### src/rtl/regs_wb_arbiter.sv
// Write-port arbiter for the register file: two one-entry writeback slots (ALU, MEM), age/round-robin grant.
// Optional forwarding probes are compiled in when WB_FWD_EN is defined.
module regs_wb_arbiter #(
    parameter int DW = 32,
    parameter int AW = 5
) (
    input  logic                clk,
    input  logic                rst,
    input  logic                alu_valid,
    output logic                alu_ready,
    input  logic [AW-1:0]       alu_addr,
    input  logic [DW-1:0]       alu_data,
    input  logic                mem_valid,
    output logic                mem_ready,
    input  logic [AW-1:0]       mem_addr,
    input  logic [DW-1:0]       mem_data,
`ifdef WB_FWD_EN
    input  logic [AW-1:0]       fwd_addr_A,
    input  logic [AW-1:0]       fwd_addr_B,
    output logic                fwd_hit_A,
    output logic                fwd_hit_B,
    output logic [DW-1:0]       fwd_data_A,
    output logic [DW-1:0]       fwd_data_B,
`endif
    output logic                L_S,
    output logic [AW-1:0]       Wt_addr,
    output logic [DW-1:0]       Wt_data,
    output logic [(1<<AW)-1:0]  pend_mask
);

    typedef enum logic {SLOT_EMPTY, SLOT_FULL} slot_e;
    typedef enum logic {SEL_ALU, SEL_MEM} sel_e;

    slot_e          alu_st_q, alu_st_d;
    slot_e          mem_st_q, mem_st_d;
    logic [AW-1:0]  alu_addr_q, alu_addr_d;
    logic [AW-1:0]  mem_addr_q, mem_addr_d;
    logic [DW-1:0]  alu_data_q, alu_data_d;
    logic [DW-1:0]  mem_data_q, mem_data_d;
    sel_e           older_q, older_d;
    sel_e           rr_q, rr_d;

    logic alu_full, mem_full, same_addr;
    logic gnt_alu, gnt_mem;
    logic cap_alu, cap_mem;
    logic hold_alu, hold_mem;

    always_ff @(posedge clk or negedge rst) begin
        if (!rst) begin
            alu_st_q   <= SLOT_EMPTY;
            mem_st_q   <= SLOT_EMPTY;
            alu_addr_q <= '0;
            mem_addr_q <= '0;
            alu_data_q <= '0;
            mem_data_q <= '0;
            older_q    <= SEL_ALU;
            rr_q       <= SEL_ALU;
        end else begin
            alu_st_q   <= alu_st_d;
            mem_st_q   <= mem_st_d;
            alu_addr_q <= alu_addr_d;
            mem_addr_q <= mem_addr_d;
            alu_data_q <= alu_data_d;
            mem_data_q <= mem_data_d;
            older_q    <= older_d;
            rr_q       <= rr_d;
        end
    end

    // Same-address pairs go oldest-first so the younger value lands last.
    always_comb begin
        alu_full  = (alu_st_q == SLOT_FULL);
        mem_full  = (mem_st_q == SLOT_FULL);
        same_addr = (alu_addr_q == mem_addr_q);
        gnt_alu   = 1'b0;
        gnt_mem   = 1'b0;
        if (alu_full && mem_full) begin
            if (same_addr) begin
                gnt_alu = (older_q == SEL_ALU);
                gnt_mem = (older_q == SEL_MEM);
            end else begin
                gnt_alu = (rr_q == SEL_ALU);
                gnt_mem = (rr_q == SEL_MEM);
            end
        end else begin
            gnt_alu = alu_full;
            gnt_mem = mem_full;
        end
    end

    always_comb begin
        alu_ready = rst && (!alu_full || gnt_alu);
        mem_ready = rst && (!mem_full || gnt_mem);
        cap_alu   = alu_valid && alu_ready && (alu_addr != '0);
        cap_mem   = mem_valid && mem_ready && (mem_addr != '0);
        hold_alu  = alu_full && !gnt_alu;
        hold_mem  = mem_full && !gnt_mem;
    end

    always_comb begin
        alu_st_d   = alu_st_q;
        alu_addr_d = alu_addr_q;
        alu_data_d = alu_data_q;
        case (alu_st_q)
            SLOT_EMPTY: if (cap_alu) alu_st_d = SLOT_FULL;
            SLOT_FULL:  if (gnt_alu && !cap_alu) alu_st_d = SLOT_EMPTY;
            default:    alu_st_d = SLOT_EMPTY;
        endcase
        if (cap_alu) begin
            alu_addr_d = alu_addr;
            alu_data_d = alu_data;
        end
    end

    always_comb begin
        mem_st_d   = mem_st_q;
        mem_addr_d = mem_addr_q;
        mem_data_d = mem_data_q;
        case (mem_st_q)
            SLOT_EMPTY: if (cap_mem) mem_st_d = SLOT_FULL;
            SLOT_FULL:  if (gnt_mem && !cap_mem) mem_st_d = SLOT_EMPTY;
            default:    mem_st_d = SLOT_EMPTY;
        endcase
        if (cap_mem) begin
            mem_addr_d = mem_addr;
            mem_data_d = mem_data;
        end
    end

    // Age only matters while both slots hold; a capture beside a held entry is the younger one.
    always_comb begin
        older_d = older_q;
        if (cap_alu && cap_mem)
            older_d = SEL_ALU;
        else if (cap_alu && hold_mem)
            older_d = SEL_MEM;
        else if (cap_mem && hold_alu)
            older_d = SEL_ALU;

        rr_d = rr_q;
        if (alu_full && mem_full && !same_addr)
            rr_d = gnt_alu ? SEL_MEM : SEL_ALU;
    end

    always_comb begin
        L_S     = gnt_alu || gnt_mem;
        Wt_addr = '0;
        Wt_data = '0;
        if (gnt_alu) begin
            Wt_addr = alu_addr_q;
            Wt_data = alu_data_q;
        end else if (gnt_mem) begin
            Wt_addr = mem_addr_q;
            Wt_data = mem_data_q;
        end
    end

    always_comb begin
        pend_mask = '0;
        if (alu_full) pend_mask[alu_addr_q] = 1'b1;
        if (mem_full) pend_mask[mem_addr_q] = 1'b1;
        pend_mask[0] = 1'b0;
    end

`ifdef WB_FWD_EN
    function automatic logic [DW:0] fwd_lookup(input logic [AW-1:0] a);
        logic ah, mh;
        logic [DW-1:0] d;
        ah = alu_full && (alu_addr_q == a) && (a != '0);
        mh = mem_full && (mem_addr_q == a) && (a != '0);
        d  = '0;
        if (ah && mh)
            d = (older_q == SEL_ALU) ? mem_data_q : alu_data_q;
        else if (ah)
            d = alu_data_q;
        else if (mh)
            d = mem_data_q;
        return {ah || mh, d};
    endfunction

    always_comb begin
        {fwd_hit_A, fwd_data_A} = fwd_lookup(fwd_addr_A);
        {fwd_hit_B, fwd_data_B} = fwd_lookup(fwd_addr_B);
    end
`endif

endmodule

### config.mk
export PLATFORM = sky130hd
export DESIGN_NAME = regs_wb_arbiter
export DESIGN_NICKNAME = d
export VERILOG_FILES = /design/src/rtl/regs_wb_arbiter.sv
export SDC_FILE = /design/constraint.sdc
export NUM_CORES = 1
export LEC_CHECK = 0
export ABC_AREA = 0
export CAP_MARGIN = 10
export CORE_ASPECT_RATIO = 0.75
export CORE_MARGIN = 2
export CORE_UTILIZATION = 25
export CTS_BUF_LIST = sky130_fd_sc_hd__clkbuf_4
export CTS_CLUSTER_DIAMETER = 120
export DETAILED_ROUTE_END_ITERATION = 16
export SLEW_MARGIN = 0
export SYNTH_ARGS = -nofsm -noshare
export SYNTH_HDL_FRONTEND = slang
export SYNTH_SLANG_ARGS = --single-unit
### constraint.sdc
create_clock -name clk -period 2.5 [get_ports clk]
set_input_delay 0.5 -clock clk [delete_from_list [all_inputs] [get_ports clk]]
set_output_delay 0.5 -clock clk [all_outputs]
set_load 0.02 [all_outputs]
==> results of run 1 <==
state kept, by name, indices dropped and copies added, names as in the netlist:
signal and cells:
rr_q 1, alu_full 1, older_q 1, alu_addr_q 5, mem_addr_q 5, alu_data_q 32, mem_data_q 32, mem_full 1
worst register-to-register path: stages, from the launching register on:
cell	delay (ns)
dfrtp_1	0.42
xnor2_2	0.18
nand3_1	0.16
buf_4	0.17
o21ai_2	0.15
a21oi_4	0.08
buf_4	0.16
nor2_8	0.20
buf_12	0.26
mux2_1	0.37
through the flow:
stage | setup slack [ns] | area [um2] | hold slack (ns) | power [mW]
finish | -0.279 | 6700 | 0.123 | 4.24
global route | -0.401 | 6700 | 0.103 | 4.49
CTS | -0.312 | 6500 | 0.0712 | 4.20
detailed placement | -0.340 | 6270 | 0.475 | 3.24
global placement | -0.331 | 6270 | 0.469 | 3.22
floorplan | 0.181 | 4360 | 0.204 | 2.56
cells by family (layout without fill, tap and decap cells):
kind of cell | count (synthesis) | after routing | share of synthesized area
multiplexers | 72 | 72 | 0.238
flip-flops | 78 | 78 | 0.448
buffers and inverters | 32 | 214 | 0.0459
other | 1 | 1 | 0.000861
XOR/XNOR | 5 | 5 | 0.0100
AND/OR/NAND/NOR | 127 | 127 | 0.139
AO/OA/AOI/OAI | 82 | 82 | 0.119
final cells by class:
| class | count | area, um2 | share of cell area |
|---|---|---|---|
| inverter | 1 | 3.75 | 0.000561 |
| clock inverter | 5 | 60.1 | 0.00897 |
| clock buffer | 11 | 82.6 | 0.0123 |
| timing repair buffer | 197 | 1870 | 0.279 |
| sequential | 78 | 1950 | 0.292 |
| tap | 215 | 269 | 0.0402 |
| multi-input combinational | 287 | 2460 | 0.367 |
layer usage:
metal / global-route usage / vias up / share of wire
li1: - / 1758 / -
met1: 0.200 / 1865 / 0.47
met2: 0.228 / 168 / 0.45
met3: 0.0495 / 17 / 0.072
met4: 0.0424 / 0 / 0.014
met5: 0 / - / 0
placed cells by master (no fill, tap or decap), types with 9 or more instances in the layout:
cell,count
buf_2,17
buf_4,59
buf_6,32
clkbuf_4,11
clkdlybuf4s50_1,76
dfrtp_1,78
mux2_1,12
mux2_4,60
nand2_1,80
o21ai_1,12
o21ai_2,24
o22ai_1,22
o22ai_2,9
how the worst max path moves through the flow:
stage | start | endpoint | slack, ns | depth (start not counted)
final | mem_addr_q[2] | Wt_data[19] | -0.28 | 9
after CTS | mem_addr_q[1] | Wt_data[18] | -0.31 | 9
after floorplan | mem_addr_q[0] | Wt_data[10] | 0.18 | 8
after detailed placement | mem_addr_q[2] | Wt_data[20] | -0.34 | 8
after global routing | mem_addr_q[2] | Wt_data[19] | -0.40 | 9
after global placement | mem_addr_q[2] | Wt_data[31] | -0.33 | 8
repair_timing:
item                                    CTS  global route
gates resized for setup                 361            53
endpoints found under the setup margin   71            64
pin swaps                                 6             4
buffers inserted                          4             2
cloned                                    1             2
power groups by stage:
stage                     Sequential [mW]  Combinational (mW)  Clock (mW)
after detailed placement             1.66                1.58           0
after global routing                 1.68                1.91       0.902
after global placement               1.66                1.56           0
after CTS                            1.65                1.69       0.858
final                                1.65                1.78       0.805
after floorplan                      1.62               0.944           0
==> flow_summary.yaml, run 1 <==
power_and_ir_drop:
  power.share.combinational: 0.420
  switching_share: 0.347
  p_per_area_mw_per_mm2: 633
  switchingPower_mw: 1.47
  clkPwrFrac: 0.190
  ir_worst_vdd_v: 0.000283
  power_leakage_nw: 2.95
  sequentialPowerShare: 0.390
  p_int_mw: 2.77
synth:
  yosys.cell_types.count: 35
  synth_edf_count: 0
  ys.flop_type: "dfrtp_1"
  yosysSeqAreaShare: 0.448
  synth_top_cells_by_area: "dfrtp_1 45%, mux2_4 21%, nand2_1 7.1%"
  synth_area_per_cell_um2: 11.0
  netlist_instances: 397
  synth_common_cells: "83 x nand2_1, 78 x dfrtp_1, 60 x mux2_4"
  synth.largest_area_cell: "dfrtp_1"
  ys_seq_elements: 78
  yosysWarnings: 0
  synth.most_common_cell: "nand2_1"
  synth.net_count: 475
  netlist_area_mm2: 0.00436
  synthArstFlopShare: 1.00
  synth.top_cell.area_share: 0.448
critical_path:
  r2r-end: "alu_data_q[31]"
  r2r_start: "alu_addr_q[4]"
  path_max_fanout: 23
  cp_top_family: "buffers and inverters"
  worstRegToRegCells: 9
  cp_data_required_time_ns: 2.00
  cp.arrival_ns: 2.28
  startpoint_type: "flop"
  cp_slowest_cell: "dfrtp_1"
  critPathKind: "reg -> out"
  r2r_setup_slack_ns: 0.25
  cpMostUsedCell: "buf_6"
  crit_chain: "xnor2_2, and3_4, a211oi_4, a211oi_4, buf_6, buf_12, buf_6, o21ai_4, buf_6"
  endpoint_kind: "output pin"
  cp_num_buf_inv: 4
  slowest_delay_ns: 0.43
floorplan:
  dieArea_mm2: 0.0185
  die_height_um: 118
  design.core.area_mm2: 0.0169
  io-pin-count: 150
  initial_core_util: 0.257
  core.rowCount: 41
  fp.dieW_um: 156
finish:
  fin_nets: 652
  area_delta_synth_final_pct: 53.6
  final_layout_size_suffix_gt1_frac: 0.440
  final_core_util: 0.395
  fin_cells: 794
  fill_cells: 1644
  n_antenna_cell: 0
sta:
  setup_viol: 38
  timing.final.crit_share: 1.11
  hold_violations: 0
  slew_viol_final: 0
  fmax_mhz: 360
  clock_skew_ns: 0.0186
  layout_setup_ws_ns: -0.279
  rsz0062_at_grt: "yes"
  tns_ns: -7.95
  period_minus_slack_ns: 2.78
cts:
  cts_hold_buffers: 0
  cts_inserted_buffers: 9
  clockBufferDepth: 2
  clockRootBuffer: "clkbuf_4"
  tritoncts: "built"
  htreeDepth: 3
  cts.clk_slew.worst_paths_ns: 0.14
  clock_sinks: 78
  clock_latency_ns: 0.46
global_route:
  grt_pass1_vias: 3903
  grt_pass1_wl_um: 21300
  globalRouteTotalUtil: 0.149
  antenna_found_initial: 0
  grt.overflow.total: 0
  grt_max_degree: 39
detailed_routing:
  firstDrtPassIters: 5
  post-route-drc-count: 0
  routed_wl_um: 13800
  ant_nets: 0
  drt_iter0_markers: 190
  wire_per_inst_um: 17.4
  avgViaCountPerCell: 4.80
  dr_total_vias: 3808
flow_run:
  cap_violations: 0
placed_design:
  placed_cells: 770
  io_buffers: 148
  gp_congestion: 0.811
  hpwl_um: 9310
status:
  status: "finished with violations"
  violations: "setup timing"
min_path:
  min_path_type: "in -> async"
(Power assumes the default switching activity.)
==> run 2, diff against run 1 <==
--- a/config.mk
+++ b/config.mk
@@ -13,6 +13,7 @@
 export CTS_BUF_LIST = sky130_fd_sc_hd__clkbuf_4
 export CTS_CLUSTER_DIAMETER = 120
 export DETAILED_ROUTE_END_ITERATION = 16
+export RECOVER_POWER = 50
 export SLEW_MARGIN = 0
 export SYNTH_ARGS = -nofsm -noshare
 export SYNTH_HDL_FRONTEND = slang
==> run 2 against run 1 <==
- the run still ends with setup timing left
- combinational power about the same
- utilization down 0.33 points
- design area down 0.84%
- global-route usage unchanged
- clock skew up 0.00051 ns
- critical path type unchanged
- largest cell class unchanged
- largest power group unchanged
==> flow_summary.yaml, run 2 (same netlist as run 1, synthesis figures left out) <==
status:
  status: "finished with violations"
  violations: "setup timing"
power_and_ir_drop:
  p_per_area_mw_per_mm2: 637
  p_int_mw: 2.76
  switchingPower_mw: 1.46
  switching_share: 0.347
  sequentialPowerShare: 0.391
  power_leakage_nw: 2.92
  clkPwrFrac: 0.190
  ir_worst_vdd_v: 0.000285
  power.share.combinational: 0.419
detailed_routing:
  avgViaCountPerCell: 4.76
  wire_per_inst_um: 17.4
  dr_total_vias: 3783
  routed_wl_um: 13800
  firstDrtPassIters: 4
  drt_iter0_markers: 168
  post-route-drc-count: 0
  ant_nets: 0
finish:
  fin_nets: 652
  area_delta_synth_final_pct: 52.3
  stdcell_area_mm2: 0.00664
  fin_cells: 794
  final_common_cell: "nand2_1"
  n_antenna_cell: 0
  fill_cells: 1654
  final_cell_mix: "80 x nand2_1, 78 x dfrtp_1, 76 x clkdlybuf4s50_1"
  top_regs: "alu_data_q: 32 flops, mem_data_q: 32 flops"
  final_layout_size_suffix_gt1_frac: 0.434
cts:
  tritoncts: "built"
  clockRootBuffer: "clkbuf_4"
  htreeDepth: 3
  clockBufferDepth: 2
  cts_hold_buffers: 0
  clock_sinks: 78
  clock_latency_ns: 0.46
  cts.clk_slew.worst_paths_ns: 0.12
  cts_inserted_buffers: 9
sta:
  clock_skew_ns: 0.0191
  setup_viol: 55
  layout_setup_ws_ns: -0.281
  hold_violations: 0
  period_minus_slack_ns: 2.78
  rsz0062_at_grt: "yes"
  slew_headroom: 0.114
  slew_viol_final: 0
  fmax_mhz: 360
  timing.final.crit_share: 1.11
  worst-slew-pin-transition_ns: 1.33
placed_design:
  place_area_mm2: 0.00627
  hpwl_um: 9310
  gp_congestion: 0.811
  pre_cts_slack_ns: -0.340
  io_buffers: 148
  placed_cells: 770
global_route:
  antenna_found_initial: 0
  grt_max_degree: 39
  grt_pass1_vias: 3903
  grt_pass1_wl_um: 21300
  globalRouteTotalUtil: 0.149
  grt.overflow.total: 0
critical_path:
  cp.arrival_ns: 2.28
  path_max_fanout: 23
  critPathKind: "reg -> out"
  cp_data_required_time_ns: 2.00
  endpoint_kind: "output pin"
  startpoint_type: "flop"
floorplan:
  io-pin-count: 150
  initial_core_util: 0.257
  core.rowCount: 41
  die_height_um: 118
  dieArea_mm2: 0.0185
  design.core.area_mm2: 0.0169
  fp.dieW_um: 156
min_path:
  min_path_type: "reg -> reg"
flow_run:
  cap_violations: 0
==> run 2: changes by cell type in the layout (fill, tap and decap cells not counted), sizes merged <==
| cell | previous run | this run |
|---|---|---|
| clkbuf | 12 | 17 |
| buf | 115 | 110 |
==> run 2: final timing paths <==
kind	end	cells past startpoint	slack, ns	start
max in group asynchronous	alu_addr_q[2]	2	0.90	rst
max reg2reg	alu_data_q[31]	9	0.01	alu_addr_q[4]
min	alu_data_q[3]	1	0.50	alu_data_q[3]
max	Wt_data[19]	9	-0.28	mem_addr_q[2]
min in group asynchronous	mem_data_q[17]	2	0.68	rst
min reg2reg	alu_data_q[3]	1	0.50	alu_data_q[3]
==> run 2: per-stage QoR <==
stage	util	hold WS [ns]	setup TNS (ns)	power [mW]
6_report	0.392	0.501	-8.61	4.23
5_1_grt	0.392	0.520	-17.99	4.48
4_1_cts	0.384	0.0712	-10.10	4.20
3_5_place_dp	0.371	0.475	-15.58	3.24
3_3_place_gp	0.371	0.469	-14.87	3.22
2_1_floorplan	-	0.204	0	2.56
==> run 2: what timing repair did <==
item | 4_1_cts | 5_1_grt
pin swaps | 6 | 4
cloned | 1 | 2
resized for setup | 361 | 53
endpoints found under the setup margin | 71 | 64
setup buffers | 4 | 2
==> run 2: layout make-up <==
cell class                      instances  area (um2)  area share
Sequential cell                        78        1950       0.294
Clock buffer                           11        82.6      0.0124
Clock inverter                          5        60.1     0.00905
Timing Repair Buffer                  197        1840       0.277
Inverter                                1        3.75    0.000565
Tap cell                              215         269      0.0405
Multi-Input combinational cell        287        2430       0.366
==> run 2: routing by layer <==
metal,track usage,vias up,routed length [um]
met3,0.0495,15,986
li1,-,1753,-
met4,0.0424,0,189
met5,0,-,0
met1,0.200,1852,6510
met2,0.228,163,6160
==> run 2: power groups by stage <==
stage | Clock (mW) | Combinational [mW] | Sequential, mW
final | 0.804 | 1.77 | 1.65
after global routing | 0.902 | 1.90 | 1.68
after CTS | 0.858 | 1.69 | 1.65
after detailed placement | 0 | 1.58 | 1.66
after global placement | 0 | 1.56 | 1.66
after floorplan | 0 | 0.944 | 1.62
==> run 2: worst max-delay path, stage by stage, from the launching register on <==
cell      delay [ns]
dfrtp_1         0.43
xnor2_2         0.15
and3_4          0.20
a211oi_4        0.29
a211oi_4        0.06
buf_6           0.14
buf_12          0.15
buf_6           0.13
o21ai_4         0.14
buf_6           0.14
==> run 3, diff against run 2 <==
--- a/config.mk
+++ b/config.mk
@@ -13,8 +13,8 @@
 export CTS_BUF_LIST = sky130_fd_sc_hd__clkbuf_4
 export CTS_CLUSTER_DIAMETER = 120
 export DETAILED_ROUTE_END_ITERATION = 16
+export PLACE_DENSITY = 0.5
 export RECOVER_POWER = 50
-export SLEW_MARGIN = 0
 export SYNTH_ARGS = -nofsm -noshare
 export SYNTH_HDL_FRONTEND = slang
 export SYNTH_SLANG_ARGS = --single-unit
==> constraint.sdc (replaced) <==
create_clock -name clk -period 2.5 [get_ports clk]
set_input_delay 0.5 -clock clk [delete_from_list [all_inputs] [get_ports clk]]
set_output_delay 0.5 -clock clk [all_outputs]
set_load 0.005 [all_outputs]
==> run 3 against run 2 <==
- the run still ends with setup timing left
- clock power up 14%
- flip-flop and latch count is the same
- die area unchanged
- sequential power about the same
- register-to-register slack improved by 0.25 ns
- utilization is 2.7 points higher
- sequential share of layout area shrank 1.9 points
- first-iteration DRC count is 15% higher
- wire length grew 9.8%
- global-route usage up 1.4 points
- critical endpoint is now Wt_data[18]
- largest cell class unchanged
==> flow_summary.yaml, run 3 (same netlist as run 1, synthesis figures left out) <==
cts:
  cts_inserted_buffers: 9
  tritoncts: "built"
  htreeDepth: 3
  clockBufferDepth: 2
  clockRootBuffer: "clkbuf_4"
  clock_latency_ns: 0.46
  clock_sinks: 78
  cts.clk_slew.worst_paths_ns: 0.12
critical_path:
  cp_slowest_cell: "dfrtp_1"
  startpoint_type: "flop"
  critPathKind: "reg -> out"
  cp_num_buf_inv: 5
  cp_data_required_time_ns: 2.00
  cpMostUsedCell: "buf_12"
  endpoint_kind: "output pin"
  path_max_fanout: 6
  cp_top_family: "buffers and inverters"
  cp.arrival_ns: 2.40
  crit_chain: "xnor2_2, and3_4, a211oi_4, a211oi_4, buf_12, buf_12, buf_12, buf_8, o21ai_4, buf_2"
  slowest_delay_ns: 0.43
floorplan:
  initial_core_util: 0.257
  die_height_um: 118
  design.core.area_mm2: 0.0169
  io-pin-count: 150
  core.rowCount: 41
  fp.dieW_um: 156
  dieArea_mm2: 0.0185
placed_design:
  io_buffers: 148
  hpwl_um: 9610
  pre_cts_slack_ns: -0.297
  placed_cells: 772
  gp_congestion: 0.808
  place_area_mm2: 0.00630
finish:
  final_common_cell: "dfrtp_1"
  final_cell_mix: "78 x dfrtp_1, 76 x clkdlybuf4s50_1, 65 x nand2_1"
  n_antenna_cell: 0
  fin_cells: 832
  fin_nets: 690
  stdcell_area_mm2: 0.00710
  area_delta_synth_final_pct: 62.9
  fill_cells: 1655
  top_regs: "alu_data_q: 32 flops, mem_data_q: 32 flops"
  final_layout_size_suffix_gt1_frac: 0.476
global_route:
  grt_max_degree: 45
  grt.overflow.total: 0
  antenna_found_initial: 0
  grt_pass1_vias: 4122
  globalRouteTotalUtil: 0.163
  grt_pass1_wl_um: 23400
sta:
  clock_skew_ns: 0.0177
  rsz0062_at_grt: "yes"
  slew_headroom: 0.379
  fmax_mhz: 344
  layout_setup_ws_ns: -0.404
  period_minus_slack_ns: 2.90
  setup_viol: 95
  worst-slew-pin-transition_ns: 0.932
  timing.final.crit_share: 1.16
  whs_ns: 0.505
  hold_violations: 0
  slew_viol_final: 0
detailed_routing:
  dr_total_vias: 3888
  drt_iter0_markers: 193
  routed_wl_um: 15200
  wire_per_inst_um: 18.3
  post-route-drc-count: 0
  firstDrtPassIters: 4
  ant_nets: 0
  avgViaCountPerCell: 4.67
min_path:
  min_path_type: "reg -> reg"
power_and_ir_drop:
  ir_worst_vdd_v: 0.000276
  power_leakage_nw: 3.28
  p_per_area_mw_per_mm2: 609
flow_run:
  cap_violations: 0
status:
  status: "finished with violations"
  violations: "setup timing"
[run 3: worst paths after layout]
path                                start             end  slack (ns)  cells after the start
max in group asynchronous             rst        mem_full        0.53                      3
max reg2reg                 alu_addr_q[4]   alu_addr_q[4]        0.26                      8
min                        alu_data_q[31]  alu_data_q[31]        0.51                      1
min reg2reg                alu_data_q[31]  alu_data_q[31]        0.51                      1
max                         alu_addr_q[2]     Wt_data[18]       -0.40                     10
min in group asynchronous             rst   mem_data_q[5]        0.69                      2
[run 3: timing repair]
action / CTS / global route
hold endpoints to repair: 7 / 0
buffers inserted: 30 / 13
gates resized for setup: 273 / 62
hold buffers: 1 / 0
gates cloned: 5 / 1
setup endpoints to repair: 77 / 79
pin swaps: 25 / 20
[run 3: layout make-up]
cell class	instances	area, um2	share of cell area
multi-input cells	288	2620	0.368
repair buffers	234	2090	0.295
flip-flops and latches	78	1950	0.275
well taps	215	269	0.0379
clock buffers	13	97.6	0.0137
clock inverters	3	68.8	0.00969
inverters	1	3.75	0.000529
[run 3: routing by layer]
layer  vias to the layer above  track usage  routed length, um
met5                         -            0                  0
met4                         0       0.0327                165
met3                        13       0.0645               1400
met2                       151        0.239               6480
met1                      1895        0.226               7160
li1                       1829            -                  -
[run 3: worst reg2reg max path: cells and delay by family (launching register included)]
kind	cells	cell delay, ns
buf+inv	2	0.34
compound gates	2	0.24
flops	1	0.43
mux	1	0.38
simple gates	2	0.56
xor+xnor	1	0.19
[run 3: metrics by stage]
step                total power [mW]   util  TNS, ns
global route                    4.58  0.419   -29.04
detailed placement              3.13  0.372   -10.75
global placement                3.11  0.372   -10.37
finish                          4.32  0.419   -15.30
floorplan                       2.41      -        0
CTS                             4.23  0.404   -11.06
[run 3: power by group]
group | leakage [nW] | total, mW | internal, mW | switching, mW
logic | 2.27 | 1.74 | 0.987 | 0.751
registers | 0.917 | 1.67 | 1.49 | 0.176
clock network | 0.0922 | 0.918 | 0.454 | 0.465
